--- config.mk ---
export PLATFORM = sky130hd
export DESIGN_NAME = hsync_sequencer
export DESIGN_NICKNAME = d
export VERILOG_FILES = /design/src/rtl/hsync_sequencer.sv
export SDC_FILE = /design/constraint.sdc
export NUM_CORES = 1
export LEC_CHECK = 0
export ABC_AREA = 1
export ABC_CLOCK_PERIOD_IN_PS = 1850
export CORE_MARGIN = 8
export CORE_UTILIZATION = 47
export DETAILED_ROUTE_END_ITERATION = 10
export HOLD_SLACK_MARGIN = 0.1
export PLACE_DENSITY = 0.84
export REMOVE_ABC_BUFFERS = 1
export SYNTH_ARGS = -nofsm -noshare
export SYNTH_HDL_FRONTEND = slang
export SYNTH_SLANG_ARGS = --single-unit
--- constraint.sdc ---
create_clock -name clk -period 1.85 [get_ports clk]
set_input_delay 0.185 -clock clk [delete_from_list [all_inputs] [get_ports clk]]
set_output_delay 0.185 -clock clk [all_outputs]
set_load 0.05 [all_outputs]
--- src/rtl/hsync_sequencer.sv ---
// Horizontal line timing for the TIA: /4 colour-clock phase, 57-count line, HBLANK/HSYNC/CBURST latches, RSYNC/WSYNC/HMOVE.
// Optional colour burst generation is enabled by defining TIA_HSYNC_CBURST_EN; otherwise cburst is tied low.
module hsync_sequencer #(
  parameter int LINE_COUNTS     = 57,
  parameter int HSYNC_SET       = 4,
  parameter int HSYNC_RST       = 8,
  parameter int CBURST_SET      = 8,
  parameter int CBURST_RST      = 12,
  parameter int HBLANK_RST      = 17,
  parameter int HBLANK_LATE_RST = 19
) (
  input  logic       clk,
  input  logic       reset,
  input  logic       rsync,
  input  logic       wsync,
  input  logic       hmove,
  output logic [5:0] hcount,
  output logic [1:0] phase,
  output logic       line_start,
  output logic       hblank,
  output logic       hsync,
  output logic       cburst,
  output logic       rdy
);

  localparam logic [5:0] LAST_CNT   = 6'(LINE_COUNTS - 1);
  localparam logic [5:0] HS_SET_CNT = 6'(HSYNC_SET);
  localparam logic [5:0] HS_RST_CNT = 6'(HSYNC_RST);
  localparam logic [5:0] HB_RST_CNT = 6'(HBLANK_RST);
  localparam logic [5:0] HB_LATE_CNT = 6'(HBLANK_LATE_RST);

  // Elaboration-time guard on the timing parameters.
  if (!((HSYNC_SET > 0) && (HSYNC_SET < HSYNC_RST) && (HSYNC_RST < LINE_COUNTS) &&
        (CBURST_SET < CBURST_RST) &&
        (HBLANK_RST < HBLANK_LATE_RST) && (HBLANK_LATE_RST < LINE_COUNTS) &&
        (LINE_COUNTS <= 64))) begin : g_bad_params
    $error("hsync_sequencer: illegal timing parameters");
  end

  logic       hmove_latch;
  logic       wrap;
  logic       lstart;
  logic       cnt_step;
  logic [5:0] nxt_count;

  always_comb begin
    wrap      = (hcount == LAST_CNT) && (phase == 2'd3);
    lstart    = rsync || wrap;
    // Event decode happens only on edges that advance hcount within the line.
    cnt_step  = (phase == 2'd3) && !lstart;
    nxt_count = hcount + 6'd1;
  end

  always_ff @(posedge clk or posedge reset) begin
    if (reset) begin
      hcount      <= 6'd0;
      phase       <= 2'd0;
      line_start  <= 1'b0;
      hblank      <= 1'b1;
      hsync       <= 1'b0;
      hmove_latch <= 1'b0;
      rdy         <= 1'b1;
    end else begin
      phase      <= rsync ? 2'd0 : phase + 2'd1;
      line_start <= lstart;
      rdy        <= wsync ? 1'b0 : (lstart ? 1'b1 : rdy);
      if (lstart) begin
        hcount      <= 6'd0;
        hblank      <= 1'b1;
        hsync       <= 1'b0;
        hmove_latch <= 1'b0;
      end else begin
        if (hmove) hmove_latch <= 1'b1;
        if (cnt_step) begin
          hcount <= nxt_count;
          if (nxt_count == HS_SET_CNT)
            hsync <= 1'b1;
          else if (nxt_count == HS_RST_CNT)
            hsync <= 1'b0;
          // The latch value from before this edge decides; a same-edge hmove is too late.
          if ((nxt_count == HB_RST_CNT) && !hmove_latch)
            hblank <= 1'b0;
          if (nxt_count == HB_LATE_CNT)
            hblank <= 1'b0;
        end
      end
    end
  end

`ifdef TIA_HSYNC_CBURST_EN
  localparam logic [5:0] CB_SET_CNT = 6'(CBURST_SET);
  localparam logic [5:0] CB_RST_CNT = 6'(CBURST_RST);

  always_ff @(posedge clk or posedge reset) begin
    if (reset) begin
      cburst <= 1'b0;
    end else if (lstart) begin
      cburst <= 1'b0;
    end else if (cnt_step) begin
      if (nxt_count == CB_SET_CNT)
        cburst <= 1'b1;
      else if (nxt_count == CB_RST_CNT)
        cburst <= 1'b0;
    end
  end
`else
  assign cburst = 1'b0;
`endif

endmodule
==> results.cfg, run 1 <==
[setup_path]
critPathMaxStageDelay_ns = 0.85
start_kind = flop
crit_required_ns = 1.66
cp-end-kind = primary output
cp_cell_sequence = clkdlybuf4s50_1
cp.arrival_ns = 1.60
crit_buf_inv = 1
crit_family = buffers and inverters
critPathMaxFanout = 7
crit_slowest_cell = clkdlybuf4s50_1
path_class = flop to primary output

[global_routing]
grt_pass1_vias = 674
antenna_found_initial = 0
gr-total-overflow = 0
grt_pass1_wl_mm = 2.88
grt_max_degree = 14
grt_use_total_pct = 10.9

[timing]
fin_crit_ns = 1.79
whs_ns = 0.218
slew_headroom_pct = 65.4
setup_tns_ns = 0
fmax_mhz = 560
finClkSkew_ns = 0.00120
final.setup.worst_slack_ns = 0.0648
fin_crit_sh_pct = 96.5
slew_viol_final = 0
final_hold_viol_count = 0
worstMarginPinSlew_ns = 0.518
rsz0062_at_grt = no
setup_viol_count_final = 0

[route]
final_antenna_net_count = 0
drc = 0
dr_total_vias = 652
dr.pass1.iters = 6
wl_mm = 1.58
vias_per_cell = 5.05
drtIter0Drc = 24
wl_per_cell_um = 12.3

[logic_synthesis]
netlist_instances = 93
synthArstFlopShare_pct = 100
netlist_top_cells_area = dfrtp_1, ha_1, inv_1
synth_edf_count = 0
synth-seq-area-share_pct = 43.2
synth_area_um2 = 759
synth_warnings = 0
yosys.area.top_type_share_pct = 36.2
synth_top_cell_by_area = dfrtp_1
ys_seq_elements = 13
avgSynthCellArea_um2 = 8.17
ys_types = 21
synth_flop_cell = dfrtp_1

[min_path]
min_path_type = input port to async pin

[pwr]
intPower_uw = 411
combPwrFrac_pct = 16.8
leakage_nw = 0.458
ir_drop_uv = 461
power_frac_seq_pct = 52.3
p_total_uw = 578
power.switching_uw = 167
p_per_area_nw_per_um2 = 606
p_sw_share_pct = 28.9
p_clk_share_pct = 31.0

[job]
drv_cap = 0

[clock_tree]
hold_buffers = 0
cts_resized = 0
clockBufferDepth = 2
postCtsSetupRepairBufs = 0
clkSinkCount = 13
numCtsBuffers = 3
clock_latency_ns = 0.27
cts_root_buf = clkbuf_4
cts_tree = done
clk_pin_slew_worst_paths_ns = 0.08
cts-htree-levels = 1

[placed_design]
finalWeightedCongestion = 0.847
io_buffers = 16
place_inst = 125
post-dp-hpwl_mm = 1.24
pre_cts_ws_ns = 0.351

[floorplan]
die_area_um2 = 3160
die_x_um = 56.2
io_pins = 18
fp-row-count = 14
core_area_um2 = 1510
die_h_um = 56.2
start_util_pct = 50.4

[outcome]
status = finished clean

[cells_and_area]
area_delta_synth_final_pct = 25.5
fin_nets = 125
antennaDiodeCount = 0
final_cells = 129
drive_gt1_share_pct = 19.5
worst paths after layout:
path,start,end,slack (ns),cells after the start
min in group clk,phase[0]$_DFF_PP0_,phase[0]$_DFF_PP0_,0.46,1
min reg2reg,phase[0]$_DFF_PP0_,phase[0]$_DFF_PP0_,0.46,1
max,hcount[3]$_DFFE_PP0P_,hcount[3],0.06,1
max in group asynchronous,reset,hblank$_DFFE_PP1P_,1.29,2
min,reset,hmove_latch$_DFFE_PP0P_,0.22,2
max reg2reg,hcount[0]$_DFFE_PP0P_,hsync$_DFFE_PP0P_,0.33,7
metrics by stage:
stage	cell area (um2)	util, %
global placement	927	61.5
global route	953	63.3
finish	953	63.3
floorplan	752	-
CTS	953	63.3
detailed placement	927	61.5
power by group through the flow:
stage	Clock (mW)	Combinational, mW	Sequential (mW)
after global routing	0.199	0.107	0.304
final	0.179	0.0969	0.302
after global placement	0	0.0959	0.307
after floorplan	0	0.0351	0.335
after CTS	0.183	0.0978	0.302
after detailed placement	0	0.0977	0.307
synth_stat cells (2+ instances only):
master   instances
and3_1           2
dfrtp_1         11
dfstp_2          2
ha_1             6
inv_1           18
nand2_1         15
nand2_2          3
nand3_1          5
nand3_2          2
nand4_1          2
nor2_1          11
nor2_2           3
o21ai_2          2
o22ai_1          4
flip-flops by register name (all words and copies together), names as in the netlist:
register	count
hcount	6
phase	2
hblank	1
hmove_latch	1
hsync	1
line_start	1
rdy	1
layout by cell type, fill, tap and decap left out, drive strengths merged:
master and instances:
o21bai 1, buf 6, o22ai 4, clkdlybuf4s50 11, o21ai 3, conb 1, ha 6, dfstp 2
xnor2 1, a21oi 1, nor2 14, nand4 2, and3 2, dfrtp 11, clkbuf 4, inv 19
nand3 7, nand2 18
worst reg2reg max path: stages (launching register included):
cell     delay (ns)
dfrtp_1        0.48
ha_1           0.28
xnor2_1        0.29
nand2_1        0.11
nor2_2         0.09
nand2_1        0.06
nand2_1        0.07
nor2_2         0.04
layer usage:
| metal | vias up | global-route usage (%) | wire length, um |
|---|---|---|---|
| li1 | 325 | - | - |
| met1 | 302 | 12.1 | 672 |
| met2 | 23 | 17.9 | 776 |
| met3 | 2 | 4.57 | 116 |
| met4 | 0 | 4.12 | 15 |
| met5 | - | 0 | 0 |
final cells by class:
class | count | area (um2)
well taps | 16 | 20.0
flip-flops and latches | 13 | 328
repair buffers | 17 | 155
inverters | 19 | 71.3
fillers | 137 | 553
multi-input cells | 60 | 353
clock buffers | 4 | 26.3
kinds of logic after synthesis:
family                     synth area share, %
and+or+nand+nor                           27.0
buffers and inverters                     10.4
DFF                                       43.2
AOI/OAI and AO/OA                         7.91
adders and majority gates                 9.88
xor gates and xnor gates                  1.15
other                                    0.494
(Power assumes the default switching activity.)
==> run 2, diff against run 1 <==
Settings changed: CORE_UTILIZATION 47 to 45, PLACE_DENSITY 0.84 to 0.81.
==> run 2 against run 1 <==
Effect of this change:
- design area grew 1.2%
- core utilization shrank 4.9 points
- final cell count grew 0.78%
- fmax grew 1.4%
- critical path type unchanged
- critical path depth is the same
- highest routed layer unchanged
- global-route usage shrank 0.40 points
- largest cell class unchanged
- wire length grew 3.5%
- sequential cell count is the same
- non-clock buffer count is the same
==> results.cfg, run 2 (synthesis gave the netlist of run 1 again) <==
[clock_tree]
clk_pin_slew_worst_paths_ns = 0.08
hold_buffers = 0
cts_root_buf = clkbuf_4
clock_latency_ns = 0.27
cts_resized = 0
clockBufferDepth = 2
clkSinkCount = 13
cts-htree-levels = 1
postCtsSetupRepairBufs = 0
numCtsBuffers = 3
cts_tree = done

[route]
drc = 0
wl_per_cell_um = 12.6
vias_per_cell = 5.09
wl_mm = 1.64
dr_total_vias = 662
dr.pass1.iters = 4
drtIter0Drc = 10
final_antenna_net_count = 0

[floorplan]
core_area_um2 = 1650
fp-row-count = 15
io_pins = 18
die_h_um = 57.1
start_util_pct = 46.0
die_x_um = 57.1
die_area_um2 = 3260

[global_routing]
grt_use_total_pct = 10.5
use_met3_pct = 3.10
grt_max_degree = 14
grt_pass1_vias = 657
grt_use_met1_pct = 12.4
top_usage_layer = met2
grt_use_met2_pct = 16.4
grt_pass1_wl_mm = 2.83
antenna_found_initial = 0
gr-total-overflow = 0

[timing]
final_hold_viol_count = 0
setup_viol_count_final = 0
worstMarginPinSlew_ns = 0.509
setup_tns_ns = 0
fin_crit_sh_pct = 95.2
finClkSkew_ns = 0.00167
fin_crit_ns = 1.76
slew_viol_final = 0
final.setup.worst_slack_ns = 0.0895
rsz0062_at_grt = no
slew_headroom_pct = 66.0
fmax_mhz = 568

[min_path]
min_path_type = input port to async pin

[cells_and_area]
final_common_cell = inv_1
antennaDiodeCount = 0
reg.largest.list = hcount: 6 flops, phase: 2 flops
final_cell_mix = inv_1, nand2_1, nor2_1, dfrtp_1, clkdlybuf4s50_1
largest_reg_flops = 6
fin_nets = 125
area_delta_synth_final_pct = 27.0
drive_gt1_share_pct = 17.7
regMostFlops = hcount

[pwr]
p_per_area_nw_per_um2 = 591
intPower_uw = 411
p_clk_share_pct = 29.8
power.switching_uw = 159
ir_drop_uv = 433
power_frac_seq_pct = 52.9
combPwrFrac_pct = 17.3
p_sw_share_pct = 28.0
leakage_nw = 0.492

[job]
drv_cap = 0

[setup_path]
crit_slowest_cell = clkdlybuf4s50_1
critPathMaxFanout = 7
cp.arrival_ns = 1.58
critPathMaxStageDelay_ns = 0.85
start_kind = flop
crit_family = buffers and inverters
cp_cell_sequence = clkdlybuf4s50_1
path_class = flop to primary output
cp-end-kind = primary output
crit_required_ns = 1.66
crit_buf_inv = 1

[outcome]
status = finished clean

[placed_design]
io_buffers = 16
finalWeightedCongestion = 0.867
pre_cts_ws_ns = 0.343
post-dp-hpwl_mm = 1.29
[run 2: cell count changes in the layout (fill, tap and decap cells not counted), sizes merged]
cell / before / now
buf: 6 / 4
dlymetal6s2s: 0 / 2
[run 2: final timing paths]
check	from	end	slack, ns	depth (start not counted)
setup / recovery	hcount[3]$_DFFE_PP0P_	hcount[3]	0.09	1
hold / removal	reset	line_start$_DFF_PP0_	0.24	2
setup reg to reg	hcount[0]$_DFFE_PP0P_	hsync$_DFFE_PP0P_	0.33	7
hold reg to reg	phase[0]$_DFF_PP0_	phase[0]$_DFF_PP0_	0.46	1
max in group asynchronous	reset	hblank$_DFFE_PP1P_	1.25	2
min in group clk	phase[0]$_DFF_PP0_	phase[0]$_DFF_PP0_	0.46	1
[run 2: power by group through the flow]
stage	logic, mW	clock network [mW]	registers, mW
2_1_floorplan	0.0351	0	0.335
3_3_place_gp	0.0972	0	0.307
6_report	0.0987	0.170	0.302
4_1_cts	0.100	0.181	0.302
5_1_grt	0.107	0.193	0.303
3_5_place_dp	0.0997	0	0.307
[run 2: layer usage]
metal,part of all wire (%),up-vias
met5,0,-
met4,0.79,0
met3,6.4,2
met2,49,16
met1,44,310
li1,-,334
[run 2: area by class of cell]
type / instances / area (um2)
well taps: 17 / 21.3
repair buffers: 17 / 165
flip-flops and latches: 13 / 328
multi-input cells: 60 / 353
inverters: 19 / 71.3
clock buffers: 4 / 26.3
fillers: 155 / 687
[run 2: stage by stage]
stage | area [um2] | hold WS, ns | util, % | cells | power (mW)
2_1_floorplan | 752 | 0.0605 | - | 92 | 0.370
3_3_place_gp | 933 | 0.444 | 56.5 | 126 | 0.404
3_5_place_dp | 933 | 0.452 | 56.5 | 126 | 0.407
4_1_cts | 960 | 0.236 | 58.1 | 130 | 0.583
5_1_grt | 965 | 0.271 | 58.4 | 130 | 0.603
6_report | 965 | 0.239 | 58.4 | 130 | 0.570
